<file path="config.mk">
export PLATFORM = sky130hd
export DESIGN_NAME = y86_bus_tracer
export DESIGN_NICKNAME = d
export VERILOG_FILES = /design/src/rtl/y86_trace_pkg.sv /design/src/rtl/y86_trace_fifo.sv /design/src/rtl/y86_bus_tracer.sv
export SDC_FILE = /design/constraint.sdc
export NUM_CORES = 2
export LEC_CHECK = 0
export BUFFER_PORTS_ARGS = -buffer_cell sky130_fd_sc_hd__buf_2
export CORE_AREA = 4 4 343 345
export DETAILED_ROUTE_END_ITERATION = 6
export DIE_AREA = 0 0 347 349
export GPL_ROUTABILITY_DRIVEN = 0
export PLACE_DENSITY = 0.74
export SLEW_MARGIN = 15
export SYNTH_ARGS = -nofsm -noshare
export SYNTH_HDL_FRONTEND = slang
export SYNTH_SLANG_ARGS = --single-unit
export TNS_END_PERCENT = 100
</file>
<file path="constraint.sdc">
create_clock -name clk -period 4.2 [get_ports clk]
set_input_delay 0.21 -clock clk [delete_from_list [all_inputs] [get_ports clk]]
set_output_delay 0.21 -clock clk [all_outputs]
set_load 0.03 [all_outputs]
</file>
<file path="src/rtl/y86_trace_pkg.sv">
// -----------------------------------------------------------------------------
// y86_trace_pkg
// Shared definitions for the y86 memory-bus tracer: the trace record layout,
// read/write direction encodings and default sizing parameters.
// -----------------------------------------------------------------------------
package y86_trace_pkg;

  localparam int DEF_DEPTH  = 16;
  localparam int DEF_TS_W   = 16;
  localparam int DEF_DROP_W = 16;

  // Direction encoding carried in the record's wr bit
  localparam logic REC_RD = 1'b0;
  localparam logic REC_WR = 1'b1;

  // Record layout at the default timestamp width; the top packs records in
  // the same field order so this struct can overlay a FIFO word directly.
  typedef struct packed {
    logic [31:0]         addr;
    logic [31:0]         data;
    logic                wr;
    logic [7:0]          opcode;
    logic [DEF_TS_W-1:0] ts;
  } trace_rec_t;

  // Packed record width for a given timestamp width
  function automatic int rec_width(input int ts_w);
    return 32 + 32 + 1 + 8 + ts_w;
  endfunction

endpackage

</file>
<file path="src/rtl/y86_trace_fifo.sv">
// -----------------------------------------------------------------------------
// y86_trace_fifo
// Single-clock synchronous FIFO. A push while full is accepted only when a
// pop happens in the same cycle; a pop while empty is ignored, so a push and
// a pop into an empty FIFO simply enqueue.
// Ports:
//   clk, rst_n   clock, asynchronous active-low reset
//   push, wdata  enqueue request and word
//   pop          dequeue request (gated internally by !empty)
//   rdata        head word (valid when !empty)
//   full, empty  occupancy flags derived from the level count
//   level        current occupancy, 0..DEPTH
// -----------------------------------------------------------------------------
module y86_trace_fifo #(
  parameter int WIDTH = 89,
  parameter int DEPTH = 16
) (
  input  logic                     clk,
  input  logic                     rst_n,
  input  logic                     push,
  input  logic [WIDTH-1:0]         wdata,
  input  logic                     pop,
  output logic [WIDTH-1:0]         rdata,
  output logic                     full,
  output logic                     empty,
  output logic [$clog2(DEPTH):0]   level
);

  localparam int AW = $clog2(DEPTH);
  localparam int LW = AW + 1;

  logic [WIDTH-1:0] mem_r [DEPTH];
  logic [AW-1:0]    wr_ptr_r;
  logic [AW-1:0]    rd_ptr_r;
  logic [LW-1:0]    level_r;
  logic             do_push_s;
  logic             do_pop_s;

  assign full      = (level_r == LW'(DEPTH));
  assign empty     = (level_r == {LW{1'b0}});
  assign do_pop_s  = pop && !empty;
  // Full FIFO still takes a word when the head leaves in the same cycle
  assign do_push_s = push && (!full || do_pop_s);
  assign rdata     = mem_r[rd_ptr_r];
  assign level     = level_r;

  // Storage array; cleared on reset so the head reads zero while empty
  always_ff @(posedge clk or negedge rst_n) begin
    if (!rst_n) begin
      for (int i = 0; i < DEPTH; i++) begin
        mem_r[i] <= {WIDTH{1'b0}};
      end
    end else if (do_push_s) begin
      mem_r[wr_ptr_r] <= wdata;
    end
  end

  // Read/write indices (wrap naturally at power-of-two depth) and occupancy
  always_ff @(posedge clk or negedge rst_n) begin
    if (!rst_n) begin
      wr_ptr_r <= {AW{1'b0}};
      rd_ptr_r <= {AW{1'b0}};
      level_r  <= {LW{1'b0}};
    end else begin
      if (do_push_s) begin
        wr_ptr_r <= wr_ptr_r + AW'(1);
      end
      if (do_pop_s) begin
        rd_ptr_r <= rd_ptr_r + AW'(1);
      end
      case ({do_push_s, do_pop_s})
        2'b10:   level_r <= level_r + LW'(1);
        2'b01:   level_r <= level_r - LW'(1);
        default: level_r <= level_r;
      endcase
    end
  end

endmodule

</file>
<file path="src/rtl/y86_bus_tracer.sv">
// -----------------------------------------------------------------------------
// y86_bus_tracer
// Passive monitor on the y86 core memory bus. Each cycle with trace_en and a
// read or write strobe captures {addr, data, wr, opcode, ts} into a FIFO that
// a valid/ready consumer drains. Records arriving while the FIFO is full and
// not being popped are counted in a saturating drop counter.
// Ports:
//   clk, rst_n                 clock, asynchronous active-low reset
//   trace_en                   capture enable (FIFO drains regardless)
//   bus_A/bus_in/bus_out       core address, read data, write data
//   bus_RE/bus_WE              core read/write strobes
//   current_opcode             opcode held in core IR
//   rec_valid/rec_ready        head-record handshake
//   rec_addr..rec_ts           head-record payload
//   level                      FIFO occupancy
//   drop_cnt                   saturating count of dropped records
//   overflow, proto_err        sticky error flags
// -----------------------------------------------------------------------------
module y86_bus_tracer
  import y86_trace_pkg::*;
#(
  parameter int DEPTH  = DEF_DEPTH,
  parameter int TS_W   = DEF_TS_W,
  parameter int DROP_W = DEF_DROP_W
) (
  input  logic                     clk,
  input  logic                     rst_n,
  input  logic                     trace_en,
  input  logic [31:0]              bus_A,
  input  logic [31:0]              bus_in,
  input  logic [31:0]              bus_out,
  input  logic                     bus_RE,
  input  logic                     bus_WE,
  input  logic [7:0]               current_opcode,
  output logic                     rec_valid,
  input  logic                     rec_ready,
  output logic [31:0]              rec_addr,
  output logic [31:0]              rec_data,
  output logic                     rec_wr,
  output logic [7:0]               rec_opcode,
  output logic [TS_W-1:0]          rec_ts,
  output logic [$clog2(DEPTH):0]   level,
  output logic [DROP_W-1:0]        drop_cnt,
  output logic                     overflow,
  output logic                     proto_err
);

  localparam int REC_W = rec_width(TS_W);

  logic [TS_W-1:0]   ts_r;
  logic [DROP_W-1:0] drop_cnt_r;
  logic              overflow_r;
  logic              proto_err_r;

  logic              capture_s;
  logic              wr_s;
  logic [31:0]       cap_data_s;
  logic [REC_W-1:0]  push_rec_s;
  logic [REC_W-1:0]  head_s;
  logic              full_s;
  logic              empty_s;
  logic              pop_s;
  logic              drop_s;

  assign capture_s = trace_en && (bus_RE || bus_WE);
  // A write strobe wins when both strobes are high
  assign wr_s      = bus_WE ? REC_WR : REC_RD;
  assign pop_s     = rec_ready && !empty_s;
  assign drop_s    = capture_s && full_s && !pop_s;

  // Record data follows the bus direction
  always_comb begin
    cap_data_s = bus_in;
    if (bus_WE) begin
      cap_data_s = bus_out;
    end else begin
      cap_data_s = bus_in;
    end
  end

  assign push_rec_s = {bus_A, cap_data_s, wr_s, current_opcode, ts_r};

  y86_trace_fifo #(
    .WIDTH (REC_W),
    .DEPTH (DEPTH)
  ) u_fifo (
    .clk   (clk),
    .rst_n (rst_n),
    .push  (capture_s),
    .wdata (push_rec_s),
    .pop   (rec_ready),
    .rdata (head_s),
    .full  (full_s),
    .empty (empty_s),
    .level (level)
  );

  assign rec_valid = !empty_s;
  assign {rec_addr, rec_data, rec_wr, rec_opcode, rec_ts} = head_s;

  // Free-running timestamp; records take the pre-increment value
  always_ff @(posedge clk or negedge rst_n) begin
    if (!rst_n) begin
      ts_r <= {TS_W{1'b0}};
    end else begin
      ts_r <= ts_r + TS_W'(1);
    end
  end

  // Saturating drop counter and sticky overflow / protocol-error flags
  always_ff @(posedge clk or negedge rst_n) begin
    if (!rst_n) begin
      drop_cnt_r  <= {DROP_W{1'b0}};
      overflow_r  <= 1'b0;
      proto_err_r <= 1'b0;
    end else begin
      if (drop_s) begin
        overflow_r <= 1'b1;
        if (drop_cnt_r != {DROP_W{1'b1}}) begin
          drop_cnt_r <= drop_cnt_r + DROP_W'(1);
        end
      end
      if (bus_RE && bus_WE) begin
        proto_err_r <= 1'b1;
      end
    end
  end

  assign drop_cnt  = drop_cnt_r;
  assign overflow  = overflow_r;
  assign proto_err = proto_err_r;

endmodule

</file>
==> metrics.yaml <==
syn-instance-count: 4503
std_cell_rows: 124
reg2reg_from: "u_fifo.level[1]"
gr-total-overflow: 0
holdWs_ns: -0.0237
synth_cell_types: 47
layout_commonest_cell: "dfrtp_1"
startpoint_type: "register"
final_core_util_pct: 64.7
slowest_stage: "dfrtp_4"
drive_gt1_share_pct: 41.1
pwr-share-clk_pct: 23.9
dr.pass1.iters: 5
hold_start: "bus_out[25]"
hold_path_class: "in2reg"
switching_power_w: 0.0188
cap_violations: 0
ys_async_sr_fraction_pct: 100
skew_ns: 0.0167
crit_path_start: "u_fifo.rd_ptr_r[0]"
grt_pass1_vias: 40900
die_area_um2: 121000
final_cell_mix: "1,467 x dfrtp_1, 901 x mux2_2, 546 x nand2_1, 532 x o21ai_0, 445 x mux4_2"
post-dp-hpwl_um: 82600
multiInputGateArea_um2: 26700
critPathMaxStageDelay_ns: 0.80
yosysSeqAreaShare_pct: 56.6
yosys_most_used_dff: "dfrtp_1"
clock_latency_ns: 0.75
io_pins: 223
finalSetupTns_ns: 0
grt_max_degree: 136
rsz0062_at_grt: "false"
seq_area_um2: 36800
die_w_um: 347
routedWlPerCell_um: 24.1
power.internal_w: 0.0388
vias: 38400
finalMaxSlewViolations: 0
critical_path.max_fanout: 24
synth-simple-area-share_pct: 3.70
cp.arrival_ns: 3.47
grt_pass1_wl_um: 241000
placed_cell_area_um2: 68000
grt_usage_pct: 25.5
tritoncts_num_sinks: 1471
io_buffers: 222
chipHeight_um: 349
h-tree-depth: 4
ir_drop_uv: 780
antenna_found_initial: 8
p_seq_share_pct: 39.6
swShare_pct: 32.6
synth_xor_area_share_pct: 0.471
crit_required_ns: 3.99
clockBufferDepth: 3
viasPerCell: 6.12
p_leak_nw: 33.6
failed_checks: "hold timing"
max-slew-margin-rel_pct: 26.8
ctsRootBufferMaster: "clkbuf_16"
setup_viol: 0
synth_fa_ha_area_share_pct: 0.173
fin_crit_ns: 3.68
avgSynthCellArea_um2: 14.4
synth_edf_count: 0
drtIter0Drc: 3008
path_common_cell: "mux4_2"
fmax_mhz: 272
core_area_um2: 114000
cp.buffers_inverters: 2
routed_wl_um: 151000
cts_resized: 0
area_delta_synth_final_pct: 13.7
reg2reg_setup_slack_ns: 1.01
power_per_cell_area_nw_per_um2: 778
synth_area_um2: 65000
outcome: "complete, but fails checks"
clk_pin_slew_worst_paths_ns: 0.06
path_class: "reg2out"
synth_top_family_by_area: "multiplexers"
ys_ff_latch: 1471
critPathTopFamily: "multiplexers"
hold_viol_final: 91
setup.worst_path.end_class: "primary output"
start_util_pct: 56.9
pwr-share-comb_pct: 36.5
numCtsBuffers: 153
synthMuxAreaShare_pct: 31.5
cts_tree: "built"
synth-compound-area-share_pct: 4.71
drc: 0
synth_warnings: 0
period_share_pct: 87.7
final_net_count: 4760
nFillCells: 8118
worst_pin_slew_ns: 1.07
design_area_um2: 73900
synthesis.nets: 4622
crit_chain: "buf_4 -> mux4_2 -> mux4_2 -> buf_2"
drtAntennaViolNets: 0
kinds of logic (layout without fill, tap and decap cells):
| group | Yosys count | count (layout) |
|---|---|---|
| flip-flops | 1471 | 1471 |
| multiplexers | 1378 | 1378 |
| AND/OR/NAND/NOR | 602 | 602 |
| AO/OA/AOI/OAI | 576 | 576 |
| buffers and inverters | 432 | 686 |
| XOR/XNOR | 35 | 35 |
| adder cells (fa/ha/maj) | 9 | 9 |
| other | 0 | 9 |
stage by stage:
stage	worst slack, ns	cells	total power, W	hold slack, ns
finish	0.517	6278	0.0575	-0.0237
global route	0.344	6271	0.0606	0.000870
CTS	0.408	6268	0.0580	0.0479
detailed placement	1.02	5927	0.0440	0.357
global placement	1.08	5927	0.0432	0.349
floorplan	0.943	4503	0.0376	-0.0856
cell usage after synthesis (all sizes together), types with 3 or more instances:
cell type	n	area, um^2
buf	207	996
xor2	10	87.6
nand2	546	2050
and3	8	50.1
inv	6	22.5
ha	9	113
nand3	9	45.0
nor2	8	30.0
mux4	445	10000
nor3	6	46.3
dfrtp	1471	36800
a21oi	3	15.0
xnor2	25	219
nand4	8	50.1
mux2i	32	320
o2111ai	20	225
mux2	901	10100
or4	3	26.3
clkbuf	219	822
o21ai	535	2680
o21a	4	30.0
sequential cells by signal, indices dropped and copies added (netlist names):
register	cells
u_fifo.mem_r	1424
drop_cnt	16
ts_r	16
u_fifo.level	5
u_fifo.rd_ptr_r	4
u_fifo.wr_ptr_r	4
overflow	1
proto_err	1
power groups by stage:
stage	clock, W	sequential [W]	combinational [W]
after floorplan	0	0.0217	0.0160
after global placement	0	0.0226	0.0206
after detailed placement	0	0.0229	0.0211
after CTS	0.0140	0.0227	0.0213
after global routing	0.0146	0.0234	0.0226
final	0.0138	0.0228	0.0210
what timing repair did:
action | CTS | global route
hold buffers | 70 | 1
buffers inserted | 0 | 0
hold endpoints to repair | 949 | 3
worst register-to-register path: cells and delay by family, from the launching register on:
family,cells,cell delay (ns)
and+or+nand+nor,1,0.69
DFF,1,0.43
AOI/OAI and AO/OA,1,0.95
buffers and inverters,2,0.62
muxes,1,0.37
metal layers:
metal | GRT usage [%] | vias to the layer above | part of all wire, %
met5 | 0 | - | 0.0086
met4 | 5.90 | 2 | 1.7
met3 | 4.01 | 176 | 5.0
met2 | 40.9 | 885 | 49
met1 | 37.5 | 20600 | 45
li1 | - | 16700 | -
final cells by class:
class	instances	share of cell area, %
well taps	1512	2.56
flip-flops and latches	1471	49.8
diodes	9	0.0305
clock inverters	39	0.743
inverters	6	0.0305
repair buffers	409	4.56
clock buffers	232	6.20
multi-input cells	2600	36.1
path summary, 6_finish.rpt:
kind	endpoint	cells after the start
max	rec_addr[18]	4
min	u_fifo.mem_r[1385]	3
max reg2reg	u_fifo.mem_r[995]	5
min reg2reg	u_fifo.mem_r[1199]	2
max in group asynchronous	u_fifo.mem_r[896]	3
min in group asynchronous	u_fifo.mem_r[566]	2
(Power assumes the default switching activity.)
